$ cat src/rtl/video_mode_ctrl.sv
// Mode sequencer for the video timing counter: accepts modes over valid/ready and
// applies each at a frame boundary, holding the counter in reset and blanking across the switch.
module video_mode_ctrl #(
    parameter int unsigned HOLD_CYCLES   = 16,
    parameter int unsigned SETTLE_FRAMES = 2,
    parameter int unsigned MAX_TOTAL_H   = 4095,
    parameter int unsigned MAX_TOTAL_V   = 4095
) (
    input  logic        clock_in,
    input  logic        reset,
    input  logic        i_cfg_valid,
    output logic        o_cfg_ready,
    input  logic [11:0] i_cfg_pulse_h,
    input  logic [11:0] i_cfg_bporch_h,
    input  logic [11:0] i_cfg_active_h,
    input  logic [11:0] i_cfg_fporch_h,
    input  logic [11:0] i_cfg_pulse_v,
    input  logic [11:0] i_cfg_bporch_v,
    input  logic [11:0] i_cfg_active_v,
    input  logic [11:0] i_cfg_fporch_v,
    output logic        o_cfg_err,
    input  logic [31:0] i_vtc_h_pixel,
    input  logic [31:0] i_vtc_line,
    output logic [11:0] o_pulse_h,
    output logic [11:0] o_bporch_h,
    output logic [11:0] o_fporch_h,
    output logic [11:0] o_pulse_v,
    output logic [11:0] o_bporch_v,
    output logic [11:0] o_fporch_v,
    output logic [12:0] o_total_h,
    output logic [12:0] o_total_v,
    output logic        o_vtc_rst_n,
    output logic        o_blank,
    output logic        o_locked
);

    localparam int unsigned HoldW   = (HOLD_CYCLES > 1) ? $clog2(HOLD_CYCLES) : 1;
    localparam int unsigned SettleW = (SETTLE_FRAMES > 1) ? $clog2(SETTLE_FRAMES) : 1;
    localparam logic [HoldW-1:0]   HoldLast   = HoldW'(HOLD_CYCLES - 1);
    localparam logic [SettleW-1:0] SettleLast = SettleW'(SETTLE_FRAMES - 1);

    typedef enum logic [1:0] {StRun, StPending, StHold, StSettle} state_e;

    state_e              r_state;
    logic [HoldW-1:0]    r_hold_cnt;
    logic [SettleW-1:0]  r_settle_cnt;
    logic                r_cfg_ready;
    logic                r_cfg_err;
    logic                r_vtc_rst_n;
    logic                r_blank;
    logic                r_locked;
    logic [11:0]         r_pulse_h, r_bporch_h, r_fporch_h;
    logic [11:0]         r_pulse_v, r_bporch_v, r_fporch_v;
    logic [12:0]         r_total_h, r_total_v;
    logic [11:0]         r_sh_pulse_h, r_sh_bporch_h, r_sh_fporch_h;
    logic [11:0]         r_sh_pulse_v, r_sh_bporch_v, r_sh_fporch_v;
    logic [12:0]         r_sh_total_h, r_sh_total_v;

    // One extra bit so four maximal fields cannot wrap into a legal-looking total.
    logic [13:0] w_req_total_h;
    logic [13:0] w_req_total_v;
    logic        w_fields_ok;
    logic        w_legal;
    logic        w_xfer;
    logic        w_frame_end;

    assign w_req_total_h = {2'b00, i_cfg_pulse_h} + {2'b00, i_cfg_bporch_h}
                         + {2'b00, i_cfg_active_h} + {2'b00, i_cfg_fporch_h};
    assign w_req_total_v = {2'b00, i_cfg_pulse_v} + {2'b00, i_cfg_bporch_v}
                         + {2'b00, i_cfg_active_v} + {2'b00, i_cfg_fporch_v};
    assign w_fields_ok = (i_cfg_pulse_h != '0) && (i_cfg_bporch_h != '0)
                      && (i_cfg_active_h != '0) && (i_cfg_fporch_h != '0)
                      && (i_cfg_pulse_v != '0) && (i_cfg_bporch_v != '0)
                      && (i_cfg_active_v != '0) && (i_cfg_fporch_v != '0);
    assign w_legal = w_fields_ok && (w_req_total_h <= 14'(MAX_TOTAL_H))
                  && (w_req_total_v <= 14'(MAX_TOTAL_V));
    assign w_xfer = i_cfg_valid && r_cfg_ready;
    assign w_frame_end = (i_vtc_h_pixel == ({19'd0, r_total_h} - 32'd1))
                      && (i_vtc_line == ({19'd0, r_total_v} - 32'd1));

    always_ff @(posedge clock_in or negedge reset) begin
        if (!reset) begin
            r_state       <= StHold;
            r_hold_cnt    <= '0;
            r_settle_cnt  <= '0;
            r_cfg_ready   <= 1'b0;
            r_cfg_err     <= 1'b0;
            r_vtc_rst_n   <= 1'b0;
            r_blank       <= 1'b1;
            r_locked      <= 1'b0;
            r_pulse_h     <= 12'd96;
            r_bporch_h    <= 12'd48;
            r_fporch_h    <= 12'd16;
            r_pulse_v     <= 12'd2;
            r_bporch_v    <= 12'd33;
            r_fporch_v    <= 12'd10;
            r_total_h     <= 13'd800;
            r_total_v     <= 13'd525;
            r_sh_pulse_h  <= 12'd96;
            r_sh_bporch_h <= 12'd48;
            r_sh_fporch_h <= 12'd16;
            r_sh_pulse_v  <= 12'd2;
            r_sh_bporch_v <= 12'd33;
            r_sh_fporch_v <= 12'd10;
            r_sh_total_h  <= 13'd800;
            r_sh_total_v  <= 13'd525;
        end else begin
            r_cfg_err <= 1'b0;
            unique case (r_state)
                StRun: begin
                    // A frame_end coinciding with the transfer is ignored; apply waits a frame.
                    if (w_xfer) begin
                        if (w_legal) begin
                            r_sh_pulse_h  <= i_cfg_pulse_h;
                            r_sh_bporch_h <= i_cfg_bporch_h;
                            r_sh_fporch_h <= i_cfg_fporch_h;
                            r_sh_pulse_v  <= i_cfg_pulse_v;
                            r_sh_bporch_v <= i_cfg_bporch_v;
                            r_sh_fporch_v <= i_cfg_fporch_v;
                            r_sh_total_h  <= w_req_total_h[12:0];
                            r_sh_total_v  <= w_req_total_v[12:0];
                            r_cfg_ready   <= 1'b0;
                            r_state       <= StPending;
                        end else begin
                            r_cfg_err <= 1'b1;
                        end
                    end
                end
                StPending: begin
                    if (w_frame_end) begin
                        r_pulse_h   <= r_sh_pulse_h;
                        r_bporch_h  <= r_sh_bporch_h;
                        r_fporch_h  <= r_sh_fporch_h;
                        r_pulse_v   <= r_sh_pulse_v;
                        r_bporch_v  <= r_sh_bporch_v;
                        r_fporch_v  <= r_sh_fporch_v;
                        r_total_h   <= r_sh_total_h;
                        r_total_v   <= r_sh_total_v;
                        r_vtc_rst_n <= 1'b0;
                        r_blank     <= 1'b1;
                        r_locked    <= 1'b0;
                        r_hold_cnt  <= '0;
                        r_state     <= StHold;
                    end
                end
                StHold: begin
                    if (r_hold_cnt == HoldLast) begin
                        r_vtc_rst_n  <= 1'b1;
                        r_settle_cnt <= '0;
                        r_state      <= StSettle;
                    end else begin
                        r_hold_cnt <= r_hold_cnt + 1'b1;
                    end
                end
                StSettle: begin
                    if (w_frame_end) begin
                        if (r_settle_cnt == SettleLast) begin
                            r_blank     <= 1'b0;
                            r_locked    <= 1'b1;
                            r_cfg_ready <= 1'b1;
                            r_state     <= StRun;
                        end else begin
                            r_settle_cnt <= r_settle_cnt + 1'b1;
                        end
                    end
                end
                default: r_state <= StHold;
            endcase
        end
    end

    assign o_cfg_ready = r_cfg_ready;
    assign o_cfg_err   = r_cfg_err;
    assign o_vtc_rst_n = r_vtc_rst_n;
    assign o_blank     = r_blank;
    assign o_locked    = r_locked;
    assign o_pulse_h   = r_pulse_h;
    assign o_bporch_h  = r_bporch_h;
    assign o_fporch_h  = r_fporch_h;
    assign o_pulse_v   = r_pulse_v;
    assign o_bporch_v  = r_bporch_v;
    assign o_fporch_v  = r_fporch_v;
    assign o_total_h   = r_total_h;
    assign o_total_v   = r_total_v;

endmodule

$ cat config.mk
export PLATFORM = sky130hd
export DESIGN_NAME = video_mode_ctrl
export DESIGN_NICKNAME = d
export VERILOG_FILES = /design/src/rtl/video_mode_ctrl.sv
export SDC_FILE = /design/constraint.sdc
export NUM_CORES = 1
export LEC_CHECK = 0
export BUFFER_PORTS_ARGS = -buffer_cell sky130_fd_sc_hd__buf_2
export CORE_MARGIN = 2
export CORE_UTILIZATION = 55
export DETAILED_ROUTE_END_ITERATION = 7
export PLACE_DENSITY = 0.85
export SYNTH_ARGS = -nofsm -noshare
export SYNTH_HDL_FRONTEND = slang
export SYNTH_SLANG_ARGS = --single-unit
$ cat constraint.sdc
create_clock -name clock_in -period 7.3 [get_ports clock_in]
set_input_delay 1.095 -clock clock_in [delete_from_list [all_inputs] [get_ports clock_in]]
set_output_delay 1.095 -clock clock_in [all_outputs]
set_load 0.05 [all_outputs]
==> flow_summary.toml, run 1 <==
[grt]
grt_remaining_overflow = 0
track_usage_pct = 25.9
grt_pass1_wl_um = 45700
grt_start_max_net_pins = 79
antenna_found_initial = 0
grt_pass1_vias = 9033

[critical_path]
cp.required_ps = 7680
reg2reg_slack_ps = 3110
endpoint_kind = "register"
cp_max_fo = 71
cp.depth = 15
crit_chain = "buf_2 > inv_1 > fa_1 > fa_1 > inv_1 > ha_1 > a21o_1 > a31o_2 > a221oi_1 > nand4_1 > or4_1 > a211oi_2 > nand4_1 > buf_12 > mux2_2"
worst-path-buf-inv = 4
r2r_cells = 9
slowest_delay_ps = 710
cp-start-kind = "input pin"
crit_type = "in -> reg"
worst_ep_arrival_time_ps = 5960
crit_family = "simple AND/OR/NAND/NOR gates"
slowest_stage = "nand4_1"

[drt]
drt-initial-drc-count = 416
dr.pass1.iters = 5
drc = 0
ant_nets = 0
wirelength_um = 28800
via_count = 9056
wl_per_cell_um = 17.8
viasPerCell = 5.60

[synthesis]
synthMuxAreaShare_pct = 12.0
yosysWarnings = 0
synthCells = 1066
yosys.area.top_type = "dfrtp_1"
synthFlopType = "dfrtp_1"
syn_avg_cell_area_um2 = 10.8
synth-simple-area-share_pct = 11.7
synthAdderAreaFrac_pct = 12.0
synth-compound-area-share_pct = 9.07
synth_xor_area_share_pct = 3.81
synth_top_cells_by_area = "dfrtp_1 37%, mux2_2 11%, fa_1 8.4%"
synth_edf_count = 0
synth-seq-area-share_pct = 45.7
syn_area_um2 = 11500
async_reset_ff_share_pct = 100
synth_fp_nets = 1310
synth_common_cells = "172 x dfrtp_1, 142 x inv_1, 116 x mux2_2, 101 x nand2_1, 97 x o21ai_0"
synthDistinctLibCells = 64
synth_top_area_share_pct = 37.4
synth_top_family_by_area = "multiplexers"
synthMostInstantiatedCell = "dfrtp_1"
ys_seq_elements = 208

[layout]
insertedDiodeCount = 0
fillCellCount = 1487
fin_nets = 1574
syn_to_final_growth_pct = 20.6
drive_gt1_share_pct = 35.0

[floorplan]
boundaryPins = 266
die_w_um = 149
die_h_um = 149
rows = 52
core_um2 = 20400
start_util_pct = 56.4
die_area_um2 = 22100

[cts]
clock_sinks = 208
cts_root_buffer = "clkbuf_16"
insertion_delay_ps = 500
clock_path_buffers = 3
cts_buffers = 23
cts.repair.resized = 0
cts_tree = "yes"
cts_setup_buffers = 0
holdBufCountCts = 0
ctsHtreeMaxLevel = 1
cts.clk_slew.worst_paths_ps = 60

[sta]
setup_viol = 0
post-route-min-period_ps = 5580
max_freq_mhz = 179
finalHoldViolCount = 0
fin_crit_sh_pct = 76.5
report.final.slew_viol_count = 0
slew_headroom_pct = 35.9
clock_skew_ps = 11.7
worstMarginPinSlew_ps = 953
rsz0062_at_grt = "false"
setup_tns_ps = 0
setup_ws_ps = 1720

[hold_path]
whs_path_depth = 2
hold_class = "reg -> reg"

[power]
total_power_mw = 2.90
power_leakage_nw = 7.37
peakVddDrop_mv = 0.171
powerDensity_nw_per_um2 = 209

[place]
portBuffers = 265
dp_slack_ps = 1250
post-dp-hpwl_um = 21800
gp_congestion = 0.928

[status]
status = "complete, no violations"

[run]
drv_cap = 0
## kinds of logic (layout without fill, tap and decap cells)
family,Yosys count,after routing
adder cells (fa/ha/maj),81,81
multiplexers,123,123
flip-flops,208,208
AND/OR/NAND/NOR,259,259
XOR/XNOR,50,50
buffers and inverters,175,455
AO/OA/AOI/OAI,170,170
## worst reg2reg max path: stages (launching register included)
cell and delay (ps):
dfrtp_1 470, or4_1 640, nor4b_2 470, nand2_1 100
o21ai_0 170, nand4_1 250, nor4_4 590, nand2_4 380
buf_4 540, mux2_2 450
## registers in the layout, summed over array words and instances, names as in the netlist
register and cells:
o_fporch_h 12, r_sh_pulse_v 12, o_total_v 13, r_sh_bporch_h 12, r_sh_bporch_v 12, o_cfg_err 1
r_sh_total_v 13, o_pulse_v 12, r_settle_cnt 1, o_blank 1, o_fporch_v 12, r_sh_fporch_h 12
o_cfg_ready 1, o_vtc_rst_n 1, o_bporch_v 12, r_hold_cnt 4, o_total_h 13, o_pulse_h 12
r_state 2, r_sh_pulse_h 12, o_locked 1, r_sh_fporch_v 12, r_sh_total_h 13, o_bporch_h 12
## power breakdown
| part | switching [mW] | internal [mW] | total (mW) |
|---|---|---|---|
| registers | 0 | 1.15 | 1.15 |
| logic | 0.342 | 0.248 | 0.591 |
| clock network | 0.459 | 0.694 | 1.15 |
| total | 0.801 | 2.10 | 2.90 |
## layout by cell type (no fill, tap or decap), drive strengths merged, types with 7 or more instances in the layout
| master | synthesis | layout |
|---|---|---|
| nor3 | 13 | 13 |
| xnor2 | 28 | 28 |
| a211oi | 7 | 7 |
| dfrtp | 172 | 172 |
| inv | 142 | 143 |
| ha | 33 | 33 |
| mux2 | 117 | 117 |
| nor4 | 44 | 44 |
| a21oi | 20 | 20 |
| nand2 | 102 | 102 |
| dfstp | 36 | 36 |
| nand3 | 15 | 15 |
| xor2 | 22 | 22 |
| fa | 48 | 48 |
| clkbuf | 20 | 35 |
| nor2 | 22 | 22 |
| o21ai | 97 | 97 |
| nand4 | 18 | 18 |
| buf | 13 | 271 |
| nand2b | 9 | 9 |
## area by class of cell
cell class,instances,area [um2],area share (%)
multi-input combinational,683,5580,40.3
sequential,208,5250,37.9
timing repair buffer,272,1410,10.2
clock buffer,34,657,4.74
inverter,142,533,3.85
tap,270,338,2.44
clock inverter,7,91.3,0.659
## through the flow
stage / utilization (%) / hold slack (ps) / cell area, um2 / instances
after floorplan: - / 435 / 11500 / 1066
after global placement: 64.4 / 456 / 13100 / 1575
after detailed placement: 64.4 / 464 / 13100 / 1575
after CTS: 68.1 / 480 / 13900 / 1616
after global routing: 68.1 / 502 / 13900 / 1616
final: 68.1 / 475 / 13900 / 1616
## metal layers
| metal | up-vias | track usage, % | routed length, um |
|---|---|---|---|
| met2 | 365 | 43.2 | 13900 |
| met5 | - | 0 | 0 |
| met3 | 78 | 3.68 | 1770 |
| met1 | 4421 | 34.9 | 12300 |
| li1 | 4192 | - | - |
| met4 | 0 | 9.19 | 907 |
## final timing paths
path | start | to
setup / recovery | i_cfg_pulse_h[11] | r_sh_pulse_h[0]$_DFFE_PN0P_
hold reg to reg | r_sh_total_v[3]$_DFFE_PN1P_ | r_sh_total_v[3]$_DFFE_PN1P_
hold / removal | r_sh_total_v[3]$_DFFE_PN1P_ | r_sh_total_v[3]$_DFFE_PN1P_
setup reg to reg | o_total_h[3]$_DFFE_PN0P_ | o_fporch_v[9]$_DFFE_PN0P_
min in group asynchronous | reset | o_pulse_v[2]$_DFFE_PN0P_
max in group asynchronous | reset | o_bporch_v[10]$_DFFE_PN0P_
No activity file was read; power rests on OpenSTA's default activity.
==> inputs of run 2 (changes only) <==
- clock period: 7.3 -> 5.8 ns (I/O delays scaled with it)
==> run 2 against run 1 <==
Net effect: setup slack lost 780 ps; clock power increased by 27%; combinational power up 25%; worst hold slack got worse by 17 ps; final cell count is the same; clock-buffer cell count fell by 3; power up 26%; highest routed layer unchanged; first-iteration DRC count increased by 21%.
==> flow_summary.toml, run 2 (synthesis gave the netlist of run 1 again) <==
[cts]
cts.repair.resized = 0
insertion_delay_ps = 510
holdBufCountCts = 0
clock_path_buffers = 3
cts_root_buffer = "clkbuf_16"
cts.clk_slew.worst_paths_ps = 60
ctsHtreeMaxLevel = 1
cts_setup_buffers = 0
cts_tree = "yes"
cts_buffers = 23
clock_sinks = 208

[critical_path]
slowest_delay_ps = 560
worst_ep_arrival_time_ps = 5230
r2r_start = "o_total_h[3]$_DFFE_PN0P_"
reg2reg_slack_ps = 1670
r2r-end = "o_fporch_v[6]$_DFFE_PN0P_"
r2r_cells = 9
cp-start-kind = "input pin"
endpoint_kind = "register"
crit_type = "in -> reg"
slowest_stage = "or4_1"
worst-path-buf-inv = 5
crit_family = "adder cells"
startpoint = "i_cfg_pulse_h[11]"
cp_max_fo = 86
cp.required_ps = 6170
crit_chain = "buf_2 > inv_1 > fa_1 > fa_1 > inv_1 > ha_1 > a21o_1 > a31o_2 > a221oi_1 > nand4_1 > or4_1 > a211oi_2 > nand4_1 > buf_12 > buf_4 > nand2_1 > o21ai_0"

[place]
portBuffers = 265
post-dp-hpwl_um = 22000
gp_congestion = 0.933
placedInstanceArea_um2 = 13100
dp_slack_ps = 477

[floorplan]
start_util_pct = 56.4
die_w_um = 149
rows = 52
boundaryPins = 266
core_um2 = 20400
die_area_um2 = 22100
die_h_um = 149

[layout]
drive_gt1_share_pct = 35.2
utilization_pct = 68.1
mostFrequentLayoutCells = "264 x buf_2, 172 x dfrtp_1, 142 x inv_1"
layout_commonest_cell = "buf_2"
fin_nets = 1574
final_area_um2 = 13900
insertedDiodeCount = 0
syn_to_final_growth_pct = 20.7

[grt]
track_usage_pct = 26.0
grt_pass1_vias = 8963
grt_remaining_overflow = 0
grt_pass1_wl_um = 45700
grt_start_max_net_pins = 112
antenna_found_initial = 0

[power]
powerDensity_nw_per_um2 = 264
clkPwrFrac_pct = 40.0
p_sw_mw = 1.02
p_comb_share_pct = 20.3
p_sw_share_pct = 27.9
intPower_mw = 2.64
peakVddDrop_mv = 0.210
pwr-share-seq_pct = 39.7
power_leakage_nw = 7.38

[drt]
drt-initial-drc-count = 502
dr.pass1.iters = 5
ant_nets = 0
wl_per_cell_um = 18.0
wirelength_um = 29100
drc = 0
viasPerCell = 5.58
via_count = 9023

[run]
drv_cap = 0

[sta]
setup_ws_ps = 936
max_freq_mhz = 206
rsz0062_at_grt = "false"
slew_headroom_pct = 37.9
post-route-min-period_ps = 4860
finalHoldViolCount = 0
setup_viol = 0
clock_skew_ps = 21.3
fin_crit_sh_pct = 83.9
setup_tns_ps = 0
report.final.slew_viol_count = 0
worstMarginPinSlew_ps = 922
fin_hold_ws_ps = 458

[status]
status = "complete, no violations"

[hold_path]
hold_class = "in -> async"
==> run 2: cell count changes in the layout (fill, tap and decap cells not counted) <==
cell,change
clkbuf_1,-3
clkinv_2,+2
clkinv_4,+1
==> run 2: worst max-delay path by stage <==
| stage | cells past startpoint | slack [ps] | to |
|---|---|---|---|
| detailed placement | 17 | 480 | r_sh_bporch_v[7]$_DFFE_PN0P_ |
| global placement | 16 | 670 | r_sh_total_v[5]$_DFFE_PN0P_ |
| global route | 17 | 670 | r_sh_pulse_v[8]$_DFFE_PN0P_ |
| finish | 17 | 940 | r_sh_bporch_v[9]$_DFFE_PN0P_ |
| floorplan | 16 | 1070 | r_sh_total_v[4]$_DFFE_PN0P_ |
| CTS | 16 | 990 | r_sh_total_v[5]$_DFFE_PN0P_ |
==> run 2: layer usage <==
metal | part of all wire [%] | global-route usage [%] | vias to the layer above
li1 | - | - | 4187
met1 | 41 | 34.9 | 4394
met2 | 48 | 43.1 | 376
met3 | 7.5 | 4.14 | 66
met4 | 3.4 | 9.76 | 0
met5 | 0 | 0 | -
==> run 2: stage by stage <==
stage | std cells | total power, mW
floorplan | 1066 | 1.96
global placement | 1575 | 2.18
detailed placement | 1575 | 2.21
CTS | 1616 | 3.67
global route | 1616 | 3.83
finish | 1616 | 3.66
==> run 2: layout make-up <==
cell class              count  area (um2)
well taps                 270         338
fillers                  1522        6500
clock inverters            10         110
repair buffers            272        1410
multi-input cells         683        5580
clock buffers              31         646
flip-flops and latches    208        5250
inverters                 142         533
==> run 2: power groups by stage <==
stage          registers (mW)  clock network, mW  logic, mW
3_5_place_dp             1.48                  0      0.727
6_report                 1.45               1.46      0.741
3_3_place_gp             1.48                  0      0.705
2_1_floorplan            1.48                  0      0.483
5_1_grt                  1.45               1.55      0.831
4_1_cts                  1.45               1.48      0.737
==> run 2: worst register-to-register path, cell delays in order (launching register included) <==
cell and delay (ps):
dfrtp_1 490, or4_1 640, nor4b_2 460, nand2_1 90
o21ai_0 160, nand4_1 250, nor4_4 570, nand2_4 540
buf_4 490, mux2_2 330
==> inputs of run 3 (changes only) <==
- clock period: 5.8 -> 4.79 ns (I/O delays scaled with it)
==> run 3 against run 2 <==
Net effect: final cell count rose by 0.62%; clock-buffer cell count grew 1; non-clock buffer count up 14; clock skew is 6.8 ps lower; wire length up 0.65%; worst hold slack worse by 140 ps; via count grew 0.92%; first-iteration DRC count decreased by 11%; cell area is 0.40% higher; sequential cell count stayed put; critical path type unchanged.
==> flow_summary.toml, run 3 (synthesis gave the netlist of run 1 again) <==
[cts]
holdBufCountCts = 0
cts_tree = "yes"
clock_sinks = 208
insertion_delay_ps = 490
ctsHtreeMaxLevel = 1
cts.repair.resized = 0
clock_path_buffers = 3
cts_setup_buffers = 0
cts.clk_slew.worst_paths_ps = 70
cts_root_buffer = "clkbuf_16"
cts_buffers = 21

[floorplan]
boundaryPins = 266
die_w_um = 149
die_area_um2 = 22100
rows = 52
core_um2 = 20400
start_util_pct = 56.4
die_h_um = 149

[layout]
utilization_pct = 68.4
mostFrequentLayoutCells = "264 x buf_2, 172 x dfrtp_1, 142 x inv_1"
fillCellCount = 1477
final_area_um2 = 13900
layout_commonest_cell = "buf_2"
drive_gt1_share_pct = 35.6
syn_to_final_growth_pct = 21.1
multi_input_area_um2 = 5580
insertedDiodeCount = 0
register_area_um2 = 5250
fin_nets = 1586

[critical_path]
slowest_delay_ps = 580
endpoint_kind = "register"
slowest_stage = "or4_1"
crit_type = "in -> reg"
cp.required_ps = 5160
cp_max_fo = 53
worst_ep_arrival_time_ps = 4850
worst-path-buf-inv = 5
crit_family = "simple AND/OR/NAND/NOR gates"
crit_chain = "buf_2 > inv_1 > fa_1 > fa_1 > inv_1 > ha_1 > or4_1 > o221ai_2 > mux2i_1 > or4_1 > a211oi_2 > nand4_1 > buf_4 > buf_4 > nand2_1 > o21ai_0"
r2r_start = "o_total_h[3]$_DFFE_PN0P_"
cp-start-kind = "input pin"
r2r_cells = 9
cp.depth = 16
startpoint = "i_cfg_pulse_h[6]"

[drt]
drt-initial-drc-count = 445
wl_per_cell_um = 18.0
dr.pass1.iters = 5
drc = 0
viasPerCell = 5.60
via_count = 9106
ant_nets = 0
wirelength_um = 29300

[sta]
clock_skew_ps = 14.5
report.final.slew_viol_count = 0
fin_crit_sh_pct = 93.5
setup_viol = 0
setup_ws_ps = 311
post-route-min-period_ps = 4480
worstMarginPinSlew_ps = 923
slew_headroom_pct = 37.9
max_freq_mhz = 223
finalHoldViolCount = 0
fin_hold_ws_ps = 317
rsz0062_at_grt = "false"

[grt]
grt_pass1_wl_um = 46400
grt_start_max_net_pins = 109
antenna_found_initial = 0
grt_pass1_vias = 9020
grt_remaining_overflow = 0
track_usage_pct = 26.4

[place]
gp_congestion = 0.934
placedInstanceArea_um2 = 13300
post-dp-hpwl_um = 22500
dp_slack_ps = -134
portBuffers = 265

[power]
powerDensity_nw_per_um2 = 308
total_power_mw = 4.29
power_leakage_nw = 7.42
peakVddDrop_mv = 0.234

[status]
status = "complete, no violations"

[hold_path]
hold_class = "in -> async"

[run]
drv_cap = 0
## run 3: cell types whose count changed in the layout (fill, tap and decap cells not counted), sizes merged
cell / before / now
clkinvlp: 1 / 0
buf: 271 / 285
clkinv: 6 / 4
clkbuf: 32 / 33
bufinv: 2 / 0
## run 3: final cells by class
class                           count  share of cell area, %
Timing Repair Buffer              286                   11.3
Multi-Input combinational cell    683                   40.1
Inverter                          142                   3.83
Tap cell                          270                   2.43
Sequential cell                   208                   37.7
Clock buffer                       32                   4.50
Clock inverter                      5                  0.207
## run 3: per-layer routing
metal  vias up  track usage (%)  wire [um]
li1       4208                -          -
met1      4439             35.2      12400
met2       382             44.6      14000
met3        77             4.05       1950
met4         0             8.90        990
met5         -                0          0
## run 3: worst reg2reg max path, stage by stage (launching register included)
cell	delay [ps]
dfrtp_1	460
or4_1	630
nor4b_2	480
nand2_1	90
o21ai_0	190
nand4_1	280
nor4_4	550
nand2_4	480
buf_12	390
mux2_2	370
## run 3: through the flow
stage               setup TNS [ps]  instances
floorplan                        0       1066
global placement                 0       1589
detailed placement           -3720       1589
CTS                              0       1626
global route                     0       1626
finish                           0       1626
## run 3: power breakdown
| part | internal [mW] | switching (mW) | total, mW |
|---|---|---|---|
| logic | 0.406 | 0.542 | 0.948 |
| clock network | 0.902 | 0.676 | 1.58 |
| registers | 1.76 | 0 | 1.76 |
## run 3: final timing paths
check                      slack [ps]                     endpoint
setup reg to reg                  750   o_bporch_h[11]$_DFFE_PN0P_
max in group asynchronous        3460  r_sh_total_h[8]$_DFFE_PN1P_
hold reg to reg                   480  r_sh_pulse_h[5]$_DFFE_PN1P_
setup / recovery                  310  r_sh_pulse_h[4]$_DFFE_PN0P_
hold / removal                    320  r_sh_pulse_v[2]$_DFFE_PN0P_
min in group clock_in             480  r_sh_pulse_h[5]$_DFFE_PN1P_
